**src/rtl/serial_pkg.sv**
```systemverilog
// serial_pkg: shared definitions for the serial receive path.
//   - parity mode encodings (PAR_NONE / PAR_ODD / PAR_EVEN)
//   - receiver state enum
//   - calc_div: rounded clock divider producing the oversample tick
`timescale 1ns/1ps
package serial_pkg;

  localparam int PAR_NONE = 0;
  localparam int PAR_ODD  = 1;
  localparam int PAR_EVEN = 2;

  // ST_ prefix keeps the names clear of the PARITY parameter in the top.
  typedef enum logic [2:0] {
    ST_IDLE   = 3'd0,
    ST_START  = 3'd1,
    ST_DATA   = 3'd2,
    ST_PARITY = 3'd3,
    ST_STOP   = 3'd4,
    ST_PUSH   = 3'd5
  } rx_state_e;

  // round(clock_freq / (baud * oversample)), never below 1.
  function automatic int calc_div(input int clock_freq, input int baud,
                                  input int oversample);
    int den;
    int q;
    den = baud * oversample;
    q   = (clock_freq + den / 2) / den;
    return (q < 1) ? 1 : q;
  endfunction

endpackage

```
**src/rtl/serial_fifo.sv**
```systemverilog
// serial_fifo: show-ahead synchronous FIFO.
//   clk100     in   clock
//   reset      in   asynchronous active-low reset, empties the FIFO
//   push       in   write push_data when not full (or when popping while full)
//   push_data  in   WIDTH-bit entry
//   full       out  DEPTH entries held
//   pop        in   remove head when not empty
//   pop_data   out  head entry, valid whenever empty=0
//   empty      out  no entries held
// Pointers carry one extra bit so full and empty are distinguishable.
`timescale 1ns/1ps
module serial_fifo #(
  parameter int WIDTH = 11,
  parameter int DEPTH = 4
) (
  input  logic             clk100,
  input  logic             reset,
  input  logic             push,
  input  logic [WIDTH-1:0] push_data,
  output logic             full,
  input  logic             pop,
  output logic [WIDTH-1:0] pop_data,
  output logic             empty
);

  localparam int AW = $clog2(DEPTH);

  logic [AW:0]      wr_ptr;
  logic [AW:0]      rd_ptr;
  logic [WIDTH-1:0] mem [DEPTH];
  logic             do_pop;
  logic             do_push;

  assign empty    = (wr_ptr == rd_ptr);
  assign full     = (wr_ptr[AW] != rd_ptr[AW]) && (wr_ptr[AW-1:0] == rd_ptr[AW-1:0]);
  assign pop_data = mem[rd_ptr[AW-1:0]];

  // A pop frees a slot in the same cycle, so a full FIFO still accepts a
  // simultaneous push.
  assign do_pop  = pop && !empty;
  assign do_push = push && (!full || do_pop);

  always_ff @(posedge clk100 or negedge reset) begin
    if (!reset) begin
      wr_ptr <= '0;
      rd_ptr <= '0;
      for (int i = 0; i < DEPTH; i++) mem[i] <= '0;
    end else begin
      if (do_push) begin
        mem[wr_ptr[AW-1:0]] <= push_data;
        wr_ptr              <= wr_ptr + (AW+1)'(1);
      end
      if (do_pop) rd_ptr <= rd_ptr + (AW+1)'(1);
    end
  end

endmodule

```
**src/rtl/serial_rx_fifo.sv**
```systemverilog
// serial_rx_fifo: oversampling UART receiver feeding a small FIFO.
//   clk100        in   system clock
//   reset         in   asynchronous active-low reset
//   rx            in   asynchronous serial line, idle high
//   rx_data       out  head data, LSB = first bit received
//   rx_frame_err  out  head entry: a stop bit sampled 0
//   rx_parity_err out  head entry: parity mismatch
//   rx_break      out  head entry: frame error with all data/parity votes 0
//   rx_valid      out  FIFO non-empty
//   rx_ready      in   pop head
//   overrun       out  sticky: frame dropped on full FIFO
//   clr_overrun   in   synchronous clear of overrun (a same-cycle drop wins)
//   busy          out  frame in progress
//   rx_state      out  receiver state (rx_state_e encoding) for observation
//
// Handshake: the head entry transfers on every clock edge where
// rx_valid && rx_ready; rx_valid never depends on rx_ready, head fields are
// stable while rx_valid is high and not popped, rx_ready is ignored when empty.
`timescale 1ns/1ps
module serial_rx_fifo
  import serial_pkg::*;
#(
  parameter int CLOCK_FREQ = 100000000,
  parameter int BAUD       = 9600,
  parameter int OVERSAMPLE = 16,
  parameter int DATA_BITS  = 8,
  parameter int PARITY     = 0,
  parameter int STOP_BITS  = 1,
  parameter int FIFO_DEPTH = 4
) (
  input  logic                 clk100,
  input  logic                 reset,
  input  logic                 rx,
  output logic [DATA_BITS-1:0] rx_data,
  output logic                 rx_frame_err,
  output logic                 rx_parity_err,
  output logic                 rx_break,
  output logic                 rx_valid,
  input  logic                 rx_ready,
  output logic                 overrun,
  input  logic                 clr_overrun,
  output logic                 busy,
  output logic [2:0]           rx_state
);

  localparam int DIV   = calc_div(CLOCK_FREQ, BAUD, OVERSAMPLE);
  localparam int DIV_W = (DIV > 1) ? $clog2(DIV) : 1;
  localparam int S_W   = $clog2(OVERSAMPLE);
  localparam int B_W   = $clog2(DATA_BITS + 1);
  localparam int E_W   = DATA_BITS + 3;

  localparam logic [DIV_W-1:0] DIV_RELOAD = DIV_W'(DIV - 1);
  localparam logic [S_W-1:0]   S_V0   = S_W'(OVERSAMPLE/2 - 1);
  localparam logic [S_W-1:0]   S_V1   = S_W'(OVERSAMPLE/2);
  localparam logic [S_W-1:0]   S_DEC  = S_W'(OVERSAMPLE/2 + 1);
  localparam logic [S_W-1:0]   S_LAST = S_W'(OVERSAMPLE - 1);
  localparam logic [B_W-1:0]   B_LAST = B_W'(DATA_BITS);

  // ---------------------------------------------------------------- sync
  logic       sync1, sync2, rs, rs_prev;
  logic [2:0] settle;

  // settle holds off edge detection until the synchroniser and rs_prev
  // carry real line samples, so a line that is low at reset release is
  // not mistaken for a start bit.
  always_ff @(posedge clk100 or negedge reset) begin
    if (!reset) begin
      sync1   <= 1'b1;
      sync2   <= 1'b1;
      rs_prev <= 1'b1;
      settle  <= '0;
    end else begin
      sync1   <= rx;
      sync2   <= sync1;
      rs_prev <= sync2;
      settle  <= {settle[1:0], 1'b1};
    end
  end
  assign rs = sync2;

  // ---------------------------------------------------------------- tick
  rx_state_e        state;
  logic [DIV_W-1:0] tick_cnt;
  logic             tick;
  logic             start_edge;

  assign tick       = (tick_cnt == '0);
  assign start_edge = (state == ST_IDLE) && settle[2] && rs_prev && !rs;

  // Reloading on the start edge phase-aligns sample ticks to the frame.
  always_ff @(posedge clk100 or negedge reset) begin
    if (!reset)                  tick_cnt <= DIV_RELOAD;
    else if (start_edge || tick) tick_cnt <= DIV_RELOAD;
    else                         tick_cnt <= tick_cnt - DIV_W'(1);
  end

  // ---------------------------------------------------------------- FSM
  logic [S_W-1:0]       s;
  logic                 v0, v1;
  logic [B_W-1:0]       bit_cnt;
  logic [DATA_BITS-1:0] shreg;
  logic                 par_bit;
  logic                 all_zero;
  logic                 ferr;
  logic                 stop_second;
  logic [E_W-1:0]       entry;
  logic                 vote;
  logic                 par_x;
  logic                 perr_calc;
  logic                 ferr_final;
  logic                 last_stop;

  assign vote       = (v0 & v1) | (v0 & rs) | (v1 & rs);
  assign par_x      = (^shreg) ^ par_bit;
  assign perr_calc  = (PARITY == PAR_ODD)  ? ~par_x :
                      (PARITY == PAR_EVEN) ?  par_x : 1'b0;
  assign ferr_final = ferr | ~vote;
  assign last_stop  = (STOP_BITS == 1) || stop_second;

  always_ff @(posedge clk100 or negedge reset) begin
    if (!reset) begin
      state       <= ST_IDLE;
      s           <= '0;
      v0          <= 1'b1;
      v1          <= 1'b1;
      bit_cnt     <= '0;
      shreg       <= '0;
      par_bit     <= 1'b0;
      all_zero    <= 1'b1;
      ferr        <= 1'b0;
      stop_second <= 1'b0;
      entry       <= '0;
    end else begin
      if (state == ST_IDLE) begin
        if (start_edge) begin
          state       <= ST_START;
          s           <= '0;
          bit_cnt     <= '0;
          all_zero    <= 1'b1;
          ferr        <= 1'b0;
          stop_second <= 1'b0;
          par_bit     <= 1'b0;
        end
      end else if (state == ST_PUSH) begin
        // entry is written to the FIFO during this single cycle
        state <= ST_IDLE;
      end else if (tick) begin
        s <= (s == S_LAST) ? '0 : s + S_W'(1);
        if (s == S_V0) v0 <= rs;
        if (s == S_V1) v1 <= rs;

        if (s == S_DEC) begin
          if (state == ST_START) begin
            if (vote) state <= ST_IDLE;  // glitch, not a start bit
          end else if (state == ST_DATA) begin
            shreg    <= {vote, shreg[DATA_BITS-1:1]};
            all_zero <= all_zero & ~vote;
            bit_cnt  <= bit_cnt + B_W'(1);
          end else if (state == ST_PARITY) begin
            par_bit  <= vote;
            all_zero <= all_zero & ~vote;
          end else if (state == ST_STOP) begin
            if (last_stop) begin
              entry <= {ferr_final & all_zero, perr_calc, ferr_final, shreg};
              state <= ST_PUSH;
            end else begin
              ferr <= ferr_final;
            end
          end
        end

        if (s == S_LAST) begin
          if (state == ST_START) begin
            state <= ST_DATA;
          end else if (state == ST_DATA) begin
            if (bit_cnt == B_LAST) state <= (PARITY != PAR_NONE) ? ST_PARITY : ST_STOP;
          end else if (state == ST_PARITY) begin
            state <= ST_STOP;
          end else if (state == ST_STOP) begin
            stop_second <= 1'b1;  // only reached for the first of two stop bits
          end
        end
      end
    end
  end

  assign busy     = (state != ST_IDLE);
  assign rx_state = state;

  // ---------------------------------------------------------------- FIFO
  logic           push;
  logic           fifo_full;
  logic           fifo_empty;
  logic [E_W-1:0] head;

  assign push = (state == ST_PUSH);

  serial_fifo #(
    .WIDTH (E_W),
    .DEPTH (FIFO_DEPTH)
  ) u_fifo (
    .clk100    (clk100),
    .reset     (reset),
    .push      (push),
    .push_data (entry),
    .full      (fifo_full),
    .pop       (rx_ready),
    .pop_data  (head),
    .empty     (fifo_empty)
  );

  assign rx_valid      = !fifo_empty;
  assign rx_data       = fifo_empty ? '0   : head[DATA_BITS-1:0];
  assign rx_frame_err  = fifo_empty ? 1'b0 : head[DATA_BITS];
  assign rx_parity_err = fifo_empty ? 1'b0 : head[DATA_BITS+1];
  assign rx_break      = fifo_empty ? 1'b0 : head[DATA_BITS+2];

  // A full FIFO is never empty, so a drop only happens without a pop.
  always_ff @(posedge clk100 or negedge reset) begin
    if (!reset)                             overrun <= 1'b0;
    else if (push && fifo_full && !rx_ready) overrun <= 1'b1;
    else if (clr_overrun)                   overrun <= 1'b0;
  end

endmodule

```
**config.mk**
```make
export PLATFORM = sky130hd
export DESIGN_NAME = serial_rx_fifo
export DESIGN_NICKNAME = d
export VERILOG_FILES = /design/src/rtl/serial_pkg.sv /design/src/rtl/serial_fifo.sv /design/src/rtl/serial_rx_fifo.sv
export SDC_FILE = /design/constraint.sdc
export NUM_CORES = 1
export LEC_CHECK = 0
export CELL_PAD_IN_SITES_DETAIL_PLACEMENT = 1
export CELL_PAD_IN_SITES_GLOBAL_PLACEMENT = 1
export CORE_MARGIN = 2
export CORE_UTILIZATION = 53
export CTS_CLUSTER_DIAMETER = 80
export DETAILED_ROUTE_END_ITERATION = 8
export PLACE_DENSITY = 0.84
export SYNTH_ARGS = -nofsm -noshare
export SYNTH_HDL_FRONTEND = slang
export SYNTH_SLANG_ARGS = --single-unit
```
**constraint.sdc**
```tcl
create_clock -name clk100 -period 6.2 [get_ports clk100]
set_clock_uncertainty 0.2 [all_clocks]
set_input_delay 1.24 -clock clk100 [delete_from_list [all_inputs] [get_ports clk100]]
set_output_delay 1.24 -clock clk100 [all_outputs]
set_load 0.02 [all_outputs]
```
==> impl_metrics.toml <==
[synth]
ys_types = 50
synth_edf_count = 0
syn_inst = 343
syn_area_mm2 = 0.00445
avgSynthCellArea_um2 = 13.0
ys_warn_count = 0
synth_top_area_share = 0.478
synthFlopType = "dfrtp_1"
synth_nets = 359
synth_area_leaders = "dfrtp_1, mux2_1, dfstp_2"
synth_seq_cells = 95
ys_async_sr_fraction = 1.00
synth-seq-area-share = 0.537
synth_top_area_cell = "dfrtp_1"

[run]
cap_violations = 0

[clock_tree]
clock-sinks = 95
cts-root-buf = "clkbuf_8"
cts_hold_buf = 0
post_cts_buffers = 0
post_cts_resized = 0
clock_latency_ns = 0.37
numCtsBuffers = 9
cts_tree = "yes"
htree_levels = 3
clk_pin_slew_worst_paths_ns = 0.10
cts_buffer_depth = 2

[worst_setup_path]
crit_buf_inv = 1
max_stage_delay_ns = 0.89
path_cells = "xor2_1 -> nor2_1 -> nand2_1 -> and2_1 -> clkdlybuf4s50_1"
worstPathRequired_ns = 4.76
crit_family = "flip-flops"
end_kind = "output pin"
crit_type = "register to output pin"
cp_slowest_cell = "dfrtp_1"
arrival_ns = 2.82
startpoint_type = "register"
reg2reg_depth = 5
path_depth = 5
cp_max_fo = 13

[global_routing]
grt_pass1_vias = 2958
antenna_found_initial = 0
grt_max_degree = 64
grt_usage = 0.218
gr-total-overflow = 0
grt_pass1_wl_mm = 14.8

[timing]
rsz0062_at_grt = "no"
setup_tns_ns = 0
setup_violations = 0
fin_crit_ns = 4.26
tightest_slew_ns = 0.818
hold_violations = 0
clock.fmax_mhz = 235
final_max_slew_viol_count = 0
fin_hold_ws_ns = 0.158
period_share = 0.687
relSlewSlack = 0.455

[placed_design]
dp_hpwl_mm = 5.88
place_congestion = 0.756
port_buffers = 20

[pwr]
pwr-share-comb = 0.128
peakVddDrop_mv = 0.189
intPower_mw = 1.01
power.density_mw_per_mm2 = 286
power_mw = 1.41
swShare = 0.287
leakage_nw = 2.38
seq_power_share = 0.540
power_switching_mw = 0.406
clkPwrFrac = 0.332

[cells_and_area]
area_growth_syn_to_layout_pct = 10.9
utilization = 0.604
layout.nets = 379
n_antenna_cell = 0
layout-drive-gt1-share = 0.149

[routing]
viasPerCell = 5.78
drtAntennaViolNets = 0
drtPass1Iterations = 4
wirelength_mm = 8.97
wire_per_inst_um = 19.0
drt_iter0_markers = 91
via_count = 2733
drcViolationCount = 0

[hold_path]
min_path_type = "register to register"
whs_path_depth = 0

[floorplan]
initial_core_util = 0.545
rows = 33
fp.coreArea_mm2 = 0.00818
die_area_mm2 = 0.00915
die_y_um = 95.7
ioPinCount = 22
die_w_um = 95.7

[status]
status = "finished, final reports clean"
==> synth_stat cells, types with 3 or more instances <==
cell type,instances
a21oi_1,9
and2_1,12
buf_4,3
clkbuf_1,4
dfrtp_1,85
dfstp_2,10
ha_1,11
inv_1,15
mux2_1,50
mux2_4,9
mux4_2,10
nand2_1,17
nand2_4,4
nand3_1,8
nand4b_1,3
nor2_1,20
o21ai_0,3
o21ai_1,11
o22ai_1,3
or3_1,4
or4_1,3
xnor2_1,8
xor2_1,4
==> layer usage <==
metal  GRT usage  up-vias  share of wire
li1            -     1246              -
met1       0.266     1429           0.43
met2       0.377       46           0.52
met3      0.0419       12          0.028
met4      0.0964        0          0.020
met5           0        -              0
==> worst paths after layout <==
path                                  start            end  slack, ns
setup / recovery           u_fifo.rd_ptr[0]     rx_data[7]       1.94
setup reg to reg           u_fifo.rd_ptr[0]  u_fifo.mem[0]       3.16
hold / removal                    settle[1]      settle[2]       0.16
min in group asynchronous             reset  u_fifo.mem[4]       0.59
max in group asynchronous             reset           s[3]       4.06
hold reg to reg                   settle[1]      settle[2]       0.16
==> layout by cell type, fill, tap and decap left out, types with 8 or more instances in the layout <==
master | netlist | layout
o21ai_1 | 11 | 11
nand3_1 | 8 | 8
and2_1 | 12 | 12
ha_1 | 11 | 11
mux4_2 | 10 | 10
clkbuf_8 | 0 | 10
xnor2_1 | 8 | 8
mux2_1 | 50 | 50
nand2_1 | 17 | 17
a21oi_1 | 9 | 9
mux2_4 | 9 | 9
inv_1 | 15 | 15
clkdlybuf4s50_1 | 0 | 19
dfrtp_1 | 85 | 85
dfstp_2 | 10 | 10
nor2_1 | 20 | 20
==> registers in the layout, indices dropped and copies added, names as in the netlist, 3 cells and up <==
signal,count
u_fifo.mem,40
entry,10
tick_cnt,10
shreg,8
bit_cnt,4
s,4
rx_state,3
settle,3
u_fifo.rd_ptr,3
u_fifo.wr_ptr,3
==> power by group through the flow <==
stage / registers (mW) / logic (mW) / clock network, mW
final: 0.763 / 0.181 / 0.469
after global routing: 0.774 / 0.206 / 0.504
after CTS: 0.766 / 0.185 / 0.481
after detailed placement: 0.777 / 0.181 / 0
after global placement: 0.769 / 0.169 / 0
after floorplan: 0.729 / 0.161 / 0
==> area by class of cell <==
class	count	area [um2]
Timing Repair Buffer	21	205
Sequential cell	95	2390
Clock buffer	10	138
Fill cell	805	3240
Tap cell	105	131
Multi-Input combinational cell	220	1920
Clock inverter	6	92.6
Inverter	16	60.1
==> per-stage QoR <==
| step | worst slack, ns | instances | instance area, um2 |
|---|---|---|---|
| floorplan | 3.30 | 343 | 4450 |
| global placement | 2.59 | 457 | 4710 |
| detailed placement | 2.37 | 457 | 4710 |
| CTS | 1.88 | 473 | 4940 |
| global route | 1.77 | 473 | 4940 |
| finish | 1.94 | 473 | 4940 |
==> cell families after synthesis <==
| family | synth area share |
|---|---|
| compound gates | 0.0469 |
| simple gates | 0.114 |
| flops | 0.537 |
| other cells | 0.00169 |
| buf+inv | 0.0320 |
| mux | 0.212 |
| xor+xnor | 0.0236 |
| fa+ha+maj | 0.0332 |
(Power assumes the default switching activity.)
